File: src/rtl/meteor_scheduler.sv
// Meteor-field game-state sequencer: one multi-cycle update pass per frame_tick that moves,
// retires and collision-checks every meteor slot, then spawns on a frame timer.
module meteor_scheduler #(
  parameter int          NUM_METEORS    = 6,
  parameter int          METEOR_SIZE    = 30,
  parameter int          SHIP_WIDTH     = 40,
  parameter int          SHIP_HEIGHT    = 15,
  parameter int          SCREEN_W       = 640,
  parameter int          SCREEN_H       = 480,
  parameter int          SPAWN_INTERVAL = 30,
  parameter int          BASE_SPEED     = 2,
  parameter logic [15:0] LFSR_SEED      = 16'hACE1
) (
  input  logic                   clk,
  input  logic                   reset,
  input  logic                   frame_tick,
  input  logic                   restart,
  input  logic [9:0]             ship_x,
  input  logic [8:0]             ship_y,
  output logic [9:0]             meteor_x [NUM_METEORS-1:0],
  output logic [8:0]             meteor_y [NUM_METEORS-1:0],
  output logic [NUM_METEORS-1:0] meteor_active,
  output logic [15:0]            score,
  output logic                   game_over,
  output logic                   busy
);

  localparam int IDX_W = (NUM_METEORS > 1) ? $clog2(NUM_METEORS) : 1;
  localparam int CNT_W = (SPAWN_INTERVAL > 1) ? $clog2(SPAWN_INTERVAL) : 1;
  localparam logic [IDX_W-1:0] LAST_IDX  = IDX_W'(NUM_METEORS - 1);
  localparam logic [CNT_W-1:0] LAST_CNT  = CNT_W'(SPAWN_INTERVAL - 1);
  localparam logic [10:0]      X_RANGE   = 11'(SCREEN_W - METEOR_SIZE);

  typedef enum logic [1:0] {IDLE, UPDATE, SPAWN} state_t;

  state_t           state;
  logic [IDX_W-1:0] idx;
  logic [CNT_W-1:0] spawn_cnt;
  logic [15:0]      lfsr;

  logic [10:0]      new_y;
  logic             retire;
  logic             hit;
  logic             hit_now;
  logic             free_found;
  logic [IDX_W-1:0] free_idx;

  function automatic logic [15:0] sat_inc(input logic [15:0] v);
    return (v == 16'hFFFF) ? v : v + 16'd1;
  endfunction

  // Speed ramps by one pixel/frame every 16 points, capped at +7.
  function automatic logic [10:0] speed_of(input logic [11:0] score_hi);
    return 11'(BASE_SPEED) + ((score_hi > 12'd7) ? 11'd7 : {8'd0, score_hi[2:0]});
  endfunction

  function automatic logic [15:0] lfsr_step(input logic [15:0] l);
    return {l[14:0], l[15] ^ l[13] ^ l[12] ^ l[10]};
  endfunction

  // Fold the 10-bit random value into the legal spawn column range.
  function automatic logic [9:0] spawn_x(input logic [9:0] r);
    logic [10:0] w;
    w = {1'b0, r};
    return (w < X_RANGE) ? r : 10'(w - X_RANGE);
  endfunction

  always_comb begin
    new_y   = {2'b00, meteor_y[idx]} + speed_of(score[15:4]);
    retire  = (new_y >= 11'(SCREEN_H));
    hit     = ({1'b0, meteor_x[idx]} < {1'b0, ship_x} + 11'(SHIP_WIDTH)) &&
              ({1'b0, ship_x} < {1'b0, meteor_x[idx]} + 11'(METEOR_SIZE)) &&
              (new_y < {2'b00, ship_y} + 11'(SHIP_HEIGHT)) &&
              ({2'b00, ship_y} < new_y + 11'(METEOR_SIZE));
    hit_now = meteor_active[idx] && !retire && hit;
    free_found = 1'b0;
    free_idx   = '0;
    for (int i = NUM_METEORS - 1; i >= 0; i--) begin
      if (!meteor_active[i]) begin
        free_found = 1'b1;
        free_idx   = IDX_W'(i);
      end
    end
  end

  always_ff @(posedge clk or posedge reset) begin
    if (reset) begin
      state         <= IDLE;
      idx           <= '0;
      busy          <= 1'b0;
      game_over     <= 1'b0;
      score         <= '0;
      spawn_cnt     <= '0;
      meteor_active <= '0;
      lfsr          <= LFSR_SEED;
      for (int i = 0; i < NUM_METEORS; i++) begin
        meteor_x[i] <= '0;
        meteor_y[i] <= '0;
      end
    end else if (restart) begin
      // Same clear as reset, but the LFSR keeps running so games differ.
      state         <= IDLE;
      idx           <= '0;
      busy          <= 1'b0;
      game_over     <= 1'b0;
      score         <= '0;
      spawn_cnt     <= '0;
      meteor_active <= '0;
      for (int i = 0; i < NUM_METEORS; i++) begin
        meteor_x[i] <= '0;
        meteor_y[i] <= '0;
      end
    end else begin
      case (state)
        IDLE: begin
          if (frame_tick && !game_over) begin
            state <= UPDATE;
            idx   <= '0;
            busy  <= 1'b1;
          end
        end
        UPDATE: begin
          if (meteor_active[idx]) begin
            if (retire) begin
              meteor_active[idx] <= 1'b0;
              score              <= sat_inc(score);
            end else begin
              meteor_y[idx] <= new_y[8:0];
            end
          end
          if (hit_now) begin
            game_over <= 1'b1;
            state     <= IDLE;
            busy      <= 1'b0;
          end else if (idx == LAST_IDX) begin
            state <= SPAWN;
          end else begin
            idx <= idx + 1'b1;
          end
        end
        SPAWN: begin
          lfsr <= lfsr_step(lfsr);
          if (spawn_cnt == LAST_CNT) begin
            spawn_cnt <= '0;
            if (free_found) begin
              meteor_active[free_idx] <= 1'b1;
              meteor_y[free_idx]      <= '0;
              meteor_x[free_idx]      <= spawn_x(lfsr[9:0]);
            end
          end else begin
            spawn_cnt <= spawn_cnt + 1'b1;
          end
          state <= IDLE;
          busy  <= 1'b0;
        end
        default: begin
          state <= IDLE;
          busy  <= 1'b0;
        end
      endcase
    end
  end

endmodule

File: config.mk
export PLATFORM = sky130hd
export DESIGN_NAME = meteor_scheduler
export DESIGN_NICKNAME = d
export VERILOG_FILES = /design/src/rtl/meteor_scheduler.sv
export SDC_FILE = /design/constraint.sdc
export NUM_CORES = 1
export LEC_CHECK = 0
export CAP_MARGIN = 0
export CORE_AREA = 2 2 163 165
export CTS_BUF_LIST = sky130_fd_sc_hd__clkbuf_4 sky130_fd_sc_hd__clkbuf_8 sky130_fd_sc_hd__clkbuf_16
export CTS_CLUSTER_DIAMETER = 200
export DETAILED_ROUTE_END_ITERATION = 10
export DIE_AREA = 0 0 165 167
export DONT_BUFFER_PORTS = 1
export RECOVER_POWER = 25
export SKIP_LAST_GASP = 1
export SYNTH_ARGS = -nofsm -noshare
export SYNTH_HDL_FRONTEND = slang
export SYNTH_SLANG_ARGS = --single-unit
File: constraint.sdc
create_clock -name clk -period 16.5 [get_ports clk]
set_input_delay 2.475 -clock clk [delete_from_list [all_inputs] [get_ports clk]]
set_output_delay 2.475 -clock clk [all_outputs]
set_load 0.02 [all_outputs]
==> summary.txt <==
Logic synthesis
  – Count of unique library cells instantiated by Yosys: 76
  – Post-synth top area share: 0.4058
  – Synth area leaders: dfrtp_1, ha_1, nand2_1
  – Post-synthesis sequential area ratio: 0.4276
  – Post-synthesis cell area: about 9600 um2
  – Count leader, synth: dfrtp_1
  – Post-synth EDFFs: 0
  – Synth cell count leaders: dfrtp_1, nand2_1, o21ai_0, ha_1, nor2_1
  – Post-synthesis cell type with the largest combined area: dfrtp_1
  – Post-synth top flop: dfrtp_1
  – Post-Syn Instances: 994
  – Register bit total from synthesis: 164
  – Synthesized area per cell: between 9 and 10 um2
  – Ys Warns: 0
  – Ys async rst share: 1.000
  – Mapped Nets: 1069

Timing
  – Hold Violations, Final: 0
  – Slew Viols, Final: 94
  – Fin crit share: 0.3616
  – Crit path time final: 5967 ps
  – Worst Tran Pin Value: 4286 ps
  – Worst Setup Slack, final: about 11000 ps
  – Endpoints failing setup: 0
  – Setup TNS: 0 ps
  – Slew margin rel.: -1.873
  – Fmax: 0.1676 GHz
  – RSZ-0062 raised after global routing: false
  – Clock skew: 10.58 ps

Critical path
  – Crit end category: flip-flop
  – Reg2Reg Capture Point: idx[2]
  – Kind of critical path: reg -> reg
  – Critical path's largest stage delay: 770 ps
  – Worst Setup Start Kind: flip-flop
  – Delay-heaviest family, CP: simple AND/OR/NAND/NOR gates
  – Reg2Reg Setup Slack: between 10000 and 15000 ps
  – Worst R2R Path Depth: 21
  – Critical-path top delay cell: xnor2_1
  – Crit-path cells: buf_4 -> nand2b_1 -> nor2_1 -> a21oi_1 -> ha_1 -> inv_1 -> ha_1 -> inv_1 -> fa_1 -> xnor2_1 -> or3_1 -> o21ai_0 -> xnor2_1 -> ha_1 -> and3_1 -> a2111oi_0 -> a21oi_1 -> and4bb_2 -> o211ai_2 -> a211o_1 -> o211ai_1
  – Critical Path AT: 6310 ps
  – Setup crit end: idx[2]
  – Reg2reg start: idx[1]
  – Crit path top cell by count: ha_1
  – Crit path from: idx[1]
  – Levels on crit path: 21
  – Critical path required time: 16840 ps
  – Critical Path Fanout Max: 53
  – Critical path buffers and inverters: 3

Placed design
  – Setup WS pre-CTS: around 11000 ps
  – DP HPWL: 21.66 mm
  – Gpl congestion: 0.8460
  – Input/output buffers: 0

Clocking
  – CTS H-tree depth: 4
  – Clock Sinks: 164
  – Total CTS buffers: 17
  – Cts hold-fix bufs: 0
  – CTS resizes: 0
  – TritonCTS clock tree: built
  – Clock Tree Root: clkbuf_16
  – Clk Latency, worst-skew pair: 430 ps
  – Max clock buf depth: 2
  – Clock-pin slew on the worst setup and hold paths: 70 ps
  – Post-CTS Setup Inserts: 0

Global routing
  – Wire length of the first global-routing pass: 47.48 mm
  – GRT overflow: 0
  – Gr usage total: 0.2252
  – Antenna violations before repair: 1
  – Pin count of the biggest net entering global routing: 94
  – Vias in the first global route: approximately 7.7k

Finish
  – # nets final: 1055
  – Area grow syn2layout: 9.247%
  – Layout cell share with drive strength beyond 1: 0.09869

Pwr
  – Combinational Power Share: 0.118
  – VDD IR-drop max: 0.06754 mV
  – P_sw: 0.0002552 W
  – Power Dens Cells: between 90 and 100 nW/um2
  – Pint: 0.0007058 W
  – Sw frac: 0.2656
  – Sequential power share: 0.436
  – Clk pwr share: 0.446
  – LEAKAGE: 4.450 nW
  – Power consumption: 0.0009610 W

Die
  – I/O pin count: around 160
  – Die W: around 170 um
  – Area of the core: ~26000 um2
  – Die H: 167 um
  – Std-Cell Rows: 59
  – Initial core utilization: 0.3734
  – DIE AREA: 27560 um2

Outcome
  – Failing checks: capacitance limit, slew limit
  – Status: finished, violations left

Routing
  – Iteration-0 DRC count of the detailed router: 640
  – Final wirelength: around 31 mm
  – Total vias in the final route: 7901
  – Pre-antenna DRT Iters: 6
  – Routed Antenna Nets: 0
  – Wire per inst: between 20 and 25 um
  – Remaining DRCs: 0
  – Vias per std cell: about 6

Hold path
  – Hold Crit Class: reg -> reg

Run
  – Max-cap violations: 1
-- worst min-delay path, delay by kind of cell, from the launching register on --
kind             cells  cell delay [ps]
flip-flops           1              370
AND/OR/NAND/NOR      2              100
-- registers in the layout, indices dropped and copies added (netlist names) --
name and cells:
game_over 1, meteor_y 54, spawn_cnt 5, lfsr 16
idx 3, meteor_x 60, busy 1, state 2
meteor_active 6, score 16
-- final cells by class --
| class | count | area, um2 |
|---|---|---|
| multi-input combinational | 752 | 5139 |
| tap | 335 | 419.2 |
| timing repair buffer | 11 | 78.83 |
| clock buffer | 20 | 447.9 |
| fill | 2518 | 15250 |
| antenna | 1 | 2.502 |
| clock inverter | 12 | 177.7 |
| sequential | 164 | 4116 |
| inverter | 34 | 128.9 |
-- metrics by stage --
step	instances	util	hold WS (ps)	instance area, um2
5_1_grt	1328	0.4078	490.9	10510
3_5_place_dp	1296	0.3839	452.4	9889
4_1_cts	1328	0.4081	464.0	10520
3_3_place_gp	1296	0.3839	448.4	9889
6_report	1329	0.4079	459.3	10510
2_1_floorplan	994	-	439.3	9620
-- worst min path at each step --
| stage | start | end | slack [ps] | depth (start not counted) |
|---|---|---|---|---|
| finish | lfsr[11] | lfsr[11] | 460 | 2 |
| CTS | lfsr[11] | lfsr[11] | 460 | 2 |
| floorplan | lfsr[11] | lfsr[11] | 440 | 2 |
| detailed placement | lfsr[11] | lfsr[11] | 450 | 2 |
| global placement | lfsr[11] | lfsr[11] | 450 | 2 |
| global route | lfsr[11] | lfsr[11] | 490 | 2 |
-- cell usage in the layout (no fill, tap or decap), types with 24 or more instances in the layout --
cell     synthesis  layout
inv_1           34      33
xnor2_1         33      33
o21ai_0         97      97
nand2_1        140     140
nand3_1         24      24
a32o_1          43      43
ha_1            51      51
mux2i_1         24      24
nor2_1          49      49
dfrtp_1        156     154
a21oi_1         43      43
-- per-layer routing --
metal	track usage	wire [um]	vias to the layer above
li1	-	-	3617
met2	0.3458	14060	304
met5	0	0	-
met4	0.08393	914	0
met1	0.3011	13070	3920
met3	0.06426	2625	60
-- power groups by stage --
stage	clock, W	sequential (W)	combinational [W]
3_3_place_gp	0	0.000426	0.000111
3_5_place_dp	0	0.000426	0.000112
5_1_grt	0.000453	0.000419	0.000126
2_1_floorplan	0	0.000421	0.0000883
6_report	0.000429	0.000419	0.000114
4_1_cts	0.000436	0.000419	0.000113
-- cells by family (layout without fill, tap and decap cells) --
kind of cell | count (synthesis) | after routing | synth area share
buffers and inverters | 78 | 77 | 0.03876
XOR/XNOR | 51 | 51 | 0.04643
AND/OR/NAND/NOR | 322 | 322 | 0.1596
adder cells (fa/ha/maj) | 52 | 52 | 0.06841
multiplexers | 45 | 45 | 0.05540
flip-flops | 164 | 164 | 0.4276
AO/OA/AOI/OAI | 282 | 282 | 0.2038
other | 0 | 1 | 0
(Power assumes the default switching activity.)
